==> src/rtl/riscv_pkg.sv <==
// RV32I decode definitions shared by the decode/issue slice: opcode constants,
// immediate formats, issue-slot states and the decode/immediate helpers.
package riscv_pkg;

  localparam logic [6:0] OPC_OP     = 7'b0110011;
  localparam logic [6:0] OPC_OP_IMM = 7'b0010011;
  localparam logic [6:0] OPC_LOAD   = 7'b0000011;
  localparam logic [6:0] OPC_STORE  = 7'b0100011;
  localparam logic [6:0] OPC_BRANCH = 7'b1100011;
  localparam logic [6:0] OPC_LUI    = 7'b0110111;
  localparam logic [6:0] OPC_AUIPC  = 7'b0010111;
  localparam logic [6:0] OPC_JAL    = 7'b1101111;
  localparam logic [6:0] OPC_JALR   = 7'b1100111;

  typedef enum logic [2:0] {IMM_NONE, IMM_I, IMM_S, IMM_B, IMM_U, IMM_J} imm_fmt_e;

  typedef enum logic [1:0] {SLOT_EMPTY, SLOT_STALL, SLOT_ISSUE_RDY} slot_state_e;

  typedef struct packed {
    logic [6:0] opcode;
    logic [2:0] funct3;
    logic       funct7b5;
    logic [4:0] rd;
    logic [4:0] rs1;
    logic [4:0] rs2;
    logic       writes_rd;
    logic       illegal;
    imm_fmt_e   imm_fmt;
  } dec_t;

  // writes_rd is only reported when a real register (rd != x0) is written.
  function automatic dec_t decode(input logic [31:0] instr);
    dec_t d;
    d.opcode    = instr[6:0];
    d.funct3    = instr[14:12];
    d.funct7b5  = instr[30];
    d.rd        = instr[11:7];
    d.rs1       = instr[19:15];
    d.rs2       = instr[24:20];
    d.writes_rd = 1'b1;
    d.illegal   = 1'b0;
    d.imm_fmt   = IMM_NONE;
    case (instr[6:0])
      OPC_OP:                         d.imm_fmt = IMM_NONE;
      OPC_OP_IMM, OPC_LOAD, OPC_JALR: d.imm_fmt = IMM_I;
      OPC_STORE:  begin d.imm_fmt = IMM_S; d.writes_rd = 1'b0; end
      OPC_BRANCH: begin d.imm_fmt = IMM_B; d.writes_rd = 1'b0; end
      OPC_LUI, OPC_AUIPC:             d.imm_fmt = IMM_U;
      OPC_JAL:                        d.imm_fmt = IMM_J;
      default:    begin d.illegal = 1'b1; d.writes_rd = 1'b0; end
    endcase
    d.writes_rd = d.writes_rd && (instr[11:7] != 5'd0);
    return d;
  endfunction

  function automatic logic [31:0] imm_gen(input logic [31:0] instr, input imm_fmt_e fmt);
    logic [31:0] imm;
    case (fmt)
      IMM_I:   imm = {{20{instr[31]}}, instr[31:20]};
      IMM_S:   imm = {{20{instr[31]}}, instr[31:25], instr[11:7]};
      IMM_B:   imm = {{19{instr[31]}}, instr[31], instr[7], instr[30:25], instr[11:8], 1'b0};
      IMM_U:   imm = {instr[31:12], 12'h000};
      IMM_J:   imm = {{11{instr[31]}}, instr[31], instr[19:12], instr[20], instr[30:21], 1'b0};
      default: imm = 32'h0000_0000;
    endcase
    return imm;
  endfunction

endpackage

==> src/rtl/scoreboard.sv <==
// Per-register pending bits for in-flight writes; x0 never becomes pending.
module scoreboard (
  input  logic       clk,
  input  logic       rst,
  input  logic       set_valid,
  input  logic [4:0] set_addr,
  input  logic       clr_valid,
  input  logic [4:0] clr_addr,
  input  logic [4:0] rs1_addr,
  input  logic [4:0] rs2_addr,
  input  logic [4:0] rd_addr,
  output logic       rs1_pending,
  output logic       rs2_pending,
  output logic       rd_pending
);

  logic [31:0] pending;
  logic [31:0] pending_next;
  logic [31:0] set_mask;
  logic [31:0] clr_mask;

  // Next pending vector: the set mask is OR-ed in after the clear so set wins.
  always_comb begin
    clr_mask     = clr_valid ? (32'h0000_0001 << clr_addr) : 32'h0000_0000;
    set_mask     = (set_valid && (set_addr != 5'd0)) ? (32'h0000_0001 << set_addr) : 32'h0000_0000;
    pending_next = (pending & ~clr_mask) | set_mask;
  end

  // Pending state register.
  always_ff @(posedge clk) begin
    if (rst) begin
      pending <= 32'h0000_0000;
    end else begin
      pending <= pending_next;
    end
  end

  assign rs1_pending = pending[rs1_addr];
  assign rs2_pending = pending[rs2_addr];
  assign rd_pending  = pending[rd_addr];

endmodule

==> src/rtl/decode_issue.sv <==
// Single-slot RV32I decode and issue stage: holds one instruction, stalls on
// scoreboard hazards, and issues decoded fields plus operands to a ready/valid output.
module decode_issue
  import riscv_pkg::*;
#(
  parameter int DATA_W = 8
) (
  input  logic              clk,
  input  logic              rst,
  input  logic              in_valid,
  output logic              in_ready,
  input  logic [31:0]       in_instr,
  output logic [4:0]        read_addr_1,
  output logic [4:0]        read_addr_2,
  input  logic [DATA_W-1:0] read_data_1,
  input  logic [DATA_W-1:0] read_data_2,
  input  logic              wb_valid,
  input  logic [4:0]        wb_addr,
  output logic              out_valid,
  input  logic              out_ready,
  output logic [6:0]        out_opcode,
  output logic [2:0]        out_funct3,
  output logic              out_funct7b5,
  output logic [4:0]        out_rd,
  output logic [DATA_W-1:0] out_rs1_data,
  output logic [DATA_W-1:0] out_rs2_data,
  output logic [DATA_W-1:0] out_imm,
  output logic              out_writes_rd,
  output logic              out_illegal
);

  logic        slot_full;
  logic [31:0] slot_instr;
  dec_t        dec;
  logic [31:0] imm32;
  logic        rs1_pend;
  logic        rs2_pend;
  logic        rd_pend;
  logic        hazard;
  logic        issue;
  logic        capture;
  slot_state_e slot_state;

  // Decode the held word, classify the slot and derive the handshakes.
  always_comb begin
    dec    = decode(slot_instr);
    imm32  = imm_gen(slot_instr, dec.imm_fmt);
    hazard = rs1_pend || rs2_pend || (dec.writes_rd && rd_pend);
    if (!slot_full) begin
      slot_state = SLOT_EMPTY;
    end else if (hazard) begin
      slot_state = SLOT_STALL;
    end else begin
      slot_state = SLOT_ISSUE_RDY;
    end
    issue    = (slot_state == SLOT_ISSUE_RDY) && (!out_valid || out_ready);
    in_ready = !rst && (!slot_full || issue);
    capture  = in_valid && in_ready;
  end

  assign read_addr_1 = dec.rs1;
  assign read_addr_2 = dec.rs2;

  scoreboard u_scoreboard (
    .clk         (clk),
    .rst         (rst),
    .set_valid   (issue && dec.writes_rd),
    .set_addr    (dec.rd),
    .clr_valid   (wb_valid),
    .clr_addr    (wb_addr),
    .rs1_addr    (dec.rs1),
    .rs2_addr    (dec.rs2),
    .rd_addr     (dec.rd),
    .rs1_pending (rs1_pend),
    .rs2_pending (rs2_pend),
    .rd_pending  (rd_pend)
  );

  // Held-instruction slot: refilled on capture, emptied on issue without refill.
  always_ff @(posedge clk) begin
    if (rst) begin
      slot_full  <= 1'b0;
      slot_instr <= 32'h0000_0000;
    end else if (capture) begin
      slot_full  <= 1'b1;
      slot_instr <= in_instr;
    end else if (issue) begin
      slot_full  <= 1'b0;
    end
  end

  // Output register: loads on issue, otherwise holds until accepted.
  always_ff @(posedge clk) begin
    if (rst) begin
      out_valid     <= 1'b0;
      out_opcode    <= 7'd0;
      out_funct3    <= 3'd0;
      out_funct7b5  <= 1'b0;
      out_rd        <= 5'd0;
      out_rs1_data  <= '0;
      out_rs2_data  <= '0;
      out_imm       <= '0;
      out_writes_rd <= 1'b0;
      out_illegal   <= 1'b0;
    end else if (issue) begin
      out_valid     <= 1'b1;
      out_opcode    <= dec.opcode;
      out_funct3    <= dec.funct3;
      out_funct7b5  <= dec.funct7b5;
      out_rd        <= dec.rd;
      out_rs1_data  <= read_data_1;
      out_rs2_data  <= read_data_2;
      out_imm       <= DATA_W'(imm32);
      out_writes_rd <= dec.writes_rd;
      out_illegal   <= dec.illegal;
    end else if (out_ready) begin
      out_valid     <= 1'b0;
    end
  end

endmodule

==> config.mk <==
export PLATFORM = sky130hd
export DESIGN_NAME = decode_issue
export DESIGN_NICKNAME = d
export VERILOG_FILES = /design/src/rtl/riscv_pkg.sv /design/src/rtl/scoreboard.sv /design/src/rtl/decode_issue.sv
export SDC_FILE = /design/constraint.sdc
export NUM_CORES = 1
export LEC_CHECK = 0
export ABC_AREA = 1
export BUFFER_PORTS_ARGS = -buffer_cell sky130_fd_sc_hd__buf_2
export CAP_MARGIN = 20
export CORE_MARGIN = 2
export CORE_UTILIZATION = 56
export CTS_CLUSTER_DIAMETER = 60
export DETAILED_ROUTE_END_ITERATION = 16
export PLACE_DENSITY = 0.8
export REMOVE_ABC_BUFFERS = 1
export SKIP_CTS_REPAIR_TIMING = 1
export SYNTH_ARGS = -nofsm -noshare
export SYNTH_HDL_FRONTEND = slang
export SYNTH_SLANG_ARGS = --single-unit
==> constraint.sdc <==
create_clock -name clk -period 2.6 [get_ports clk]
set_clock_uncertainty 0.2 [all_clocks]
set_input_delay 0.52 -clock clk [delete_from_list [all_inputs] [get_ports clk]]
set_output_delay 0.52 -clock clk [all_outputs]
set_load 0.005 [all_outputs]
==> results of run 1 <==
-- area by class of cell --
type	count	area, µm²	share of cell area [%]
repair buffers	161	1120	16.2
inverters	75	312	4.50
well taps	133	166	2.40
multi-input cells	625	3060	44.1
clock buffers	11	131	1.90
clock inverters	4	28.8	0.415
flip-flops and latches	105	2110	30.5
-- cells in the final DEF, fill, tap and decap left out, types with 2 or more instances in the layout --
master        n
nand2_1     216
buf_2       107
dfxtp_1     100
nor2_1       84
a21oi_1      80
nand4_1      66
nand3_1      64
inv_1        61
o21ai_0      39
buf_4        38
nand3_2      18
o211ai_1     12
nand2_2      10
o22ai_1      10
clkbuf_8      9
inv_2         8
buf_12        7
nor3_1        6
clkinvlp_4    4
clkbuf_16     4
buf_6         4
nor2_2        3
a21oi_2       3
dfxtp_2       3
o21ai_1       2
nor2_4        2
inv_4         2
inv_6         2
nor4_1        2
clkbuf_1      2
dfxtp_4       2
-- cells in the mapped netlist (2+ instances only) --
library cell | count | area, µm²
a21oi_1 | 82 | 410
clkbuf_1 | 35 | 131
nor4_1 | 2 | 12.5
o21ai_1 | 2 | 10.0
buf_2 | 14 | 70.1
nand3_1 | 81 | 405
inv_2 | 11 | 41.3
o211ai_1 | 12 | 90.1
o21ai_0 | 40 | 200
o22ai_1 | 10 | 62.6
inv_1 | 63 | 236
nand4_1 | 66 | 413
buf_1 | 3 | 11.3
nor3_1 | 7 | 35.0
nand2_2 | 4 | 25.0
dfxtp_1 | 105 | 2100
nor2_2 | 2 | 12.5
nor2_1 | 86 | 323
nand3_2 | 2 | 20.0
buf_4 | 18 | 135
buf_6 | 4 | 45.0
nand2_1 | 223 | 837
-- path summary, 6_finish.rpt --
kind | start | to | slack, ps | depth (start not counted)
worst max-delay path | slot_instr[15]$_SDFFE_PP0P_ | in_ready | -210 | 11
worst min-delay path | in_instr[27] | slot_instr[27]$_SDFFE_PP0P_ | 170 | 3
worst max register to register | slot_instr[15]$_SDFFE_PP0P_ | slot_instr[20]$_SDFFE_PP0P_ | 30 | 16
worst min register to register | out_opcode[6]$_SDFFE_PP0P_ | out_opcode[6]$_SDFFE_PP0P_ | 260 | 2
-- through the flow --
| stage | hold slack, ps | cells | TNS [ps] | util [%] | instance area [µm²] |
|---|---|---|---|---|---|
| after floorplan | 235 | 805 | -67780 | - | 5290 |
| after global placement | 247 | 1082 | 0 | 64.8 | 6360 |
| after detailed placement | 253 | 1082 | 0 | 64.8 | 6360 |
| after CTS | 153 | 1097 | -411 | 66.4 | 6520 |
| after global routing | 155 | 1114 | -2940 | 70.6 | 6930 |
| final | 172 | 1114 | -208 | 70.6 | 6930 |
-- cells by family after synthesis --
kind of cell           Yosys count
AND/OR/NAND/NOR                476
AO/OA/AOI/OAI                  149
buffers and inverters          149
flip-flops                     105
-- where the power goes --
part | switching, µW | internal [µW] | leakage, µW
Clock | 564 | 346 | 0.0000758
Sequential | 59.6 | 1680 | 0.000856
Combinational | 537 | 353 | 0.00205
Total | 1160 | 2380 | 0.00298
-- metal layers --
metal / wire length (µm) / GRT usage [%] / up-vias
met5: 0 / 0 / -
met2: 7490 / 45.5 / 369
li1: - / - / 3112
met1: 7740 / 42.7 / 2884
met4: 614 / 12.4 / 0
met3: 1910 / 10.2 / 49
-- registers in the layout (all words and copies together) (netlist names) --
signal                count
slot_full                 1
out_rs1_data              8
out_rd                    5
out_illegal               1
u_scoreboard.pending     32
out_imm                   8
out_rs2_data              8
out_valid                 1
out_opcode                7
out_funct3                3
slot_instr               29
out_funct7b5              1
out_writes_rd             1
-- worst max-delay path: cells and delay by family (launching register included) --
kind	cells	cell delay (ps)
AOI/OAI and AO/OA	2	440
buffers and inverters	2	280
DFF	1	360
and+or+nand+nor	7	640
==> metrics.md, run 1 <==
| Metric | Value |
|---|---|
| Status | finished, violations left |
| Failing checks | setup timing |
| Routed WL per cell | 15.9 µm |
| DIE AREA | 11,000 µm² |
| Measured slew at the worst slew-check pin | 578 ps |
| Largest family of logic cells by synthesized area | simple AND/OR/NAND/NOR gates |
| GRT overflow | 0 |
| Detail Placement HPWL | approximately 12,000 µm |
| Fin crit period | roughly 2800 ps |
| Crit path capture type | primary output |
| Leakage power | slightly below 0.003 µW |
| Critical-path cell list | buf_12, o211ai_1, nand3_1, nand3_2, nand2_1, nand2_1, nand2_1, nor2_2, nand3_2, a21oi_2, buf_2 |
| Global-route wire length before repair | 27,500 µm |
| Peak supply drop | 417 µV |
| EDFF count, synth | 0 |
| Post-Synth Adder-Cell Area | 0% |
| Initial Util | between 50 and 60% |
| Final WS setup | -208 ps |
| Post-route ant nets | 0 |
| Dpl ws | 40.7 ps |
| Fmax | 0.356 GHz |
| Clk_lat worst skew | 390 ps |
| Design Power | 3540 µW |
| Compound-Gate Fraction of Synth Area | 14.0% |
| Core area | 9820 µm² |
| Number of remaining DRC errors | 0 |
| CP arrival | 2090 ps |
| Post-Synth Simple-Gate Area | 37.1% |
| Library cells used by synthesis | 29 |
| Final worst-path cycle share | 108% |
| CTS tree | yes |
| Antenna violations before repair | 0 |
| Syn Area/Cell | 6.47 µm² |
| Max clock buf depth | 2 |
| CP max stage cell | dfxtp_2 |
| CP Class | reg2out |
| CP dominant cell by count | nand2_1 |
| Layout net count | 1,035 |
| Post-Synth XOR/XNOR Area | 0% |
| Via count | about 6,400 |
| DRT iter0 DRCs | 573 |
| Share of layout cells above drive strength 1 | 23.9% |
| Fillers | 882 |
| Root Buffer | clkbuf_8 |
| Site Rows | 36 |
| Routed WL | 17,800 µm |
| Synthesized instance count | between 800 and 900 |
| Final hold violation count | 0 |
| RePlAce Congestion | 1.03 |
| Required time worst endpoint | 1880 ps |
| Sequential element share of the synthesized area | 37.0% |
| PD cells | 511 nW/µm² |
| Worst min-delay path class | in2reg |
| Clock Sink Count | 105 |
| Final setup vio count | 1 |
| I/O Pins | 112 |
| CP max stage delay | 360 ps |
| Slew headroom | 61.4% |
| Synth Flop Type | dfxtp_1 |
| Area Overhead vs Synth | 21.9% |
| Post-Synthesis Cell Area | 5690 µm² |
| Yosys Warn Count | 0 |
| DR vias/cell | 5.76 |
| Ant diodes | 0 |
| Detailed Routing Iterations Pass 1 | 5 |
| Overall Global Routing Usage | 31.3% |
| Synthesized flop and latch total | 105 |
| Worst-path fanout max | 15 |
| Die Wd | 105 µm |
| Max-cap violation count | 0 |
| Pin count of the biggest net entering global routing | 54 |
| Multiplexer share of the synthesized area | 0% |
| H-tree lvl count | 3 |
| Element type at the critical path start | register |
| IO buf count | 108 |
| Vias in the first global route | 5,603 |
| Reg clk slew, reported paths | roughly 90 ps |
| Fin. max-slew vios | 0 |
| DIE HEIGHT | 105 µm |
| CTS Buf Count | 9 |
| Post-synth ARST share | 0% |
| RSZ-0062 raised after global routing | yes |
No activity file was read; power rests on OpenSTA's default activity.
==> inputs of run 2 (changes only) <==
--- a/config.mk
+++ b/config.mk
@@ -12,7 +12,7 @@
 export CORE_UTILIZATION = 56
 export CTS_CLUSTER_DIAMETER = 60
 export DETAILED_ROUTE_END_ITERATION = 16
-export PLACE_DENSITY = 0.8
+export PLACE_DENSITY = 0.88
 export REMOVE_ABC_BUFFERS = 1
 export SKIP_CTS_REPAIR_TIMING = 1
 export SYNTH_ARGS = -nofsm -noshare
==> metrics.md, run 2 (same netlist as run 1, synthesis figures left out) <==
| Metric | Value |
|---|---|
| Final worst-path cycle share | 109% (+1.0 points) |
| Design Power | 3640 µW (+2.8%) |
| Biggest register | u_scoreboard.pending |
| Global-route wire length before repair | 27,300 µm (-0.68%) |
| Top delay family on crit path | simple AND/OR/NAND/NOR gates |
| Combinational power share | 24.5% (-0.6 points) |
| Worst-path fanout max | 10 (-5) |
| Worst min-delay path class | in2reg |
| Pin count of the biggest net entering global routing | 52 (-3.7%) |
| Element type at the critical path start | register |
| Commonest cells after routing, fill and taps aside | nand2_1, buf_2, dfxtp_1 |
| PD cells | 525 nW/µm² (+2.8%) |
| CP dominant cell by count | nand3_2 |
| RePlAce Congestion | 0.962 (-6.2%) |
| Register area | 2120 µm² (+0.24%) |
| Fillers | 817 (-7.4%) |
| Via count | 6,612 (+3.1%) |
| Ant diodes | 0 (unchanged) |
| Buf/Inv on CP | 3 (+1) |
| Fin crit period | 2830 ps (+27.2 ps) |
| Switch share | 34.1% (+1.3 points) |
| Overall Global Routing Usage | 30.2% (-1.1 points) |
| Area Overhead vs Synth | 21.9% (about the same) |
| Clock network power share | 27.7% (+2.0 points) |
| CTS Buf Count | 9 (unchanged) |
| Failing checks | setup timing |
| Max-cap violation count | 0 (unchanged) |
| Part of the power in registers | 47.8% (-1.4 points) |
| Routed WL | 18,000 µm (+1.4%) |
| Status | finished, violations left |
| Reg clk slew, reported paths | 120 ps (+30 ps) |
| Crit path capture type | primary output |
| Finished Layout Cells | 1,111 (-0.27%) |
| Final WS setup | -235 ps (-27.2 ps) |
| RSZ-0062 raised after global routing | yes |
| DRT iter0 DRCs | 815 (+42%) |
| Detailed Routing Iterations Pass 1 | 6 (+1) |
| GRT overflow | 0 (unchanged) |
| CTS tree | yes |
| IO buf count | 108 (unchanged) |
| Max clock buf depth | 2 (unchanged) |
| Antenna violations before repair | 0 (unchanged) |
| Peak supply drop | 371 µV (-11%) |
| Top flop regs | u_scoreboard.pending x32, slot_instr x29 |
| Critical-path cell list | buf_4, clkbuf_16, nand2_1, nand3_2, nand3_2, nand3_2, nand3_2, nand2_2, nand2_2, nor2_2, nand3_2, a21oi_2, buf_2 |
| Post-route ant nets | 0 (unchanged) |
| NetSw | 1240 µW (+6.9%) |
| DR vias/cell | 5.95 (+3.4%) |
| Max FFs per register | 32 (unchanged) |
| Clk_lat worst skew | 390 ps (about the same) |
| Commonest non-fill, non-tap cell in the layout | nand2_1 |
| Root Buffer | clkbuf_8 |
| H-tree lvl count | 3 (unchanged) |
| Core area | 9820 µm² (unchanged) |
| Fmax | 0.353 GHz (-0.96%) |
| Area of the multi-input gates | 3070 µm² (+0.41%) |
| Leakage power | 0.00297 µW (-0.37%) |
| Placed cells | 1,079 (-0.28%) |
| Fin. max-slew vios | 0 (unchanged) |
| DIE HEIGHT | 105 µm (unchanged) |
| Final hold violation count | 0 (unchanged) |
| CP max stage cell | dfxtp_4 |
| Measured slew at the worst slew-check pin | 615 ps (+37.3 ps) |
| Final setup vio count | 1 (unchanged) |
| CP arrival | 2110 ps (+20 ps) |
| Slew headroom | 58.6% (-2.8 points) |
| Share of layout cells above drive strength 1 | 24.1% (+0.28 points) |
| P_int | 2400 µW (+0.83%) |
| CP Class | reg2out |
| Required time worst endpoint | 1880 ps (about the same) |
| Die Wd | 105 µm (unchanged) |
| I/O Pins | 112 (unchanged) |
| Layout net count | 1,031 (-0.39%) |
| Clock Sink Count | 105 (unchanged) |
| Routed WL per cell | 16.2 µm (+1.7%) |
| Vias in the first global route | 5,624 (+0.37%) |
| Site Rows | 36 (unchanged) |
| Dpl ws | 88.8 ps (+48.1 ps) |
| Initial Util | 57.9% (unchanged) |
| DIE AREA | 11,000 µm² (unchanged) |
| CP max stage delay | 370 ps (about the same) |
| Number of remaining DRC errors | 0 (unchanged) |
| Detail Placement HPWL | 11,800 µm (-4.6%) |
## run 2: layer usage
| metal | part of all wire (%) | track usage, % | wire, µm |
|---|---|---|---|
| met1 | 40 | 39.5 | 7240 |
| met2 | 45 | 46.4 | 8090 |
| met3 | 10 | 7.11 | 1870 |
| met4 | 4.4 | 15.1 | 797 |
| met5 | 0 | 0 | 0 |
## run 2: final timing paths
kind	startpoint	end	slack (ps)	cells past startpoint
worst max-delay path	slot_instr[20]$_SDFFE_PP0P_	in_ready	-230	13
worst min-delay path	in_instr[13]	slot_instr[13]$_SDFFE_PP0P_	160	3
worst max register to register	slot_instr[20]$_SDFFE_PP0P_	out_rs1_data[4]$_SDFFE_PP0P_	50	17
worst min register to register	slot_instr[13]$_SDFFE_PP0P_	out_funct3[1]$_SDFFE_PP0P_	260	2
## run 2: layout make-up
type / instances / share of cell area, %
clock buffer: 10 / 1.84
clock inverter: 6 / 0.812
inverter: 75 / 4.47
multi-input combinational: 625 / 44.3
sequential: 105 / 30.5
tap: 133 / 2.40
timing repair buffer: 156 / 15.5
timing repair inverter: 1 / 0.108
## run 2: power by group through the flow
stage	Clock [µW]	Sequential, µW	Combinational [µW]
after floorplan	0	1790	369
after global placement	0	1770	739
after detailed placement	0	1770	748
after CTS	1010	1730	753
after global routing	1070	1750	967
final	1010	1740	891
## run 2: worst reg2reg max path, delay by kind of cell (launching register included)
kind | cells | cell delay [ps]
simple gates | 10 | 890
compound gates | 1 | 170
buf+inv | 6 | 850
flops | 1 | 370
## run 2: through the flow
step           TNS (ps)  util, %  area (µm²)  hold slack (ps)
2_1_floorplan    -67780        -        5290              235
3_3_place_gp          0     64.4        6330              248
3_5_place_dp          0     64.4        6330              255
4_1_cts            -329     66.3        6510              161
5_1_grt            -767     70.6        6930              161
6_report           -235     70.6        6930              159
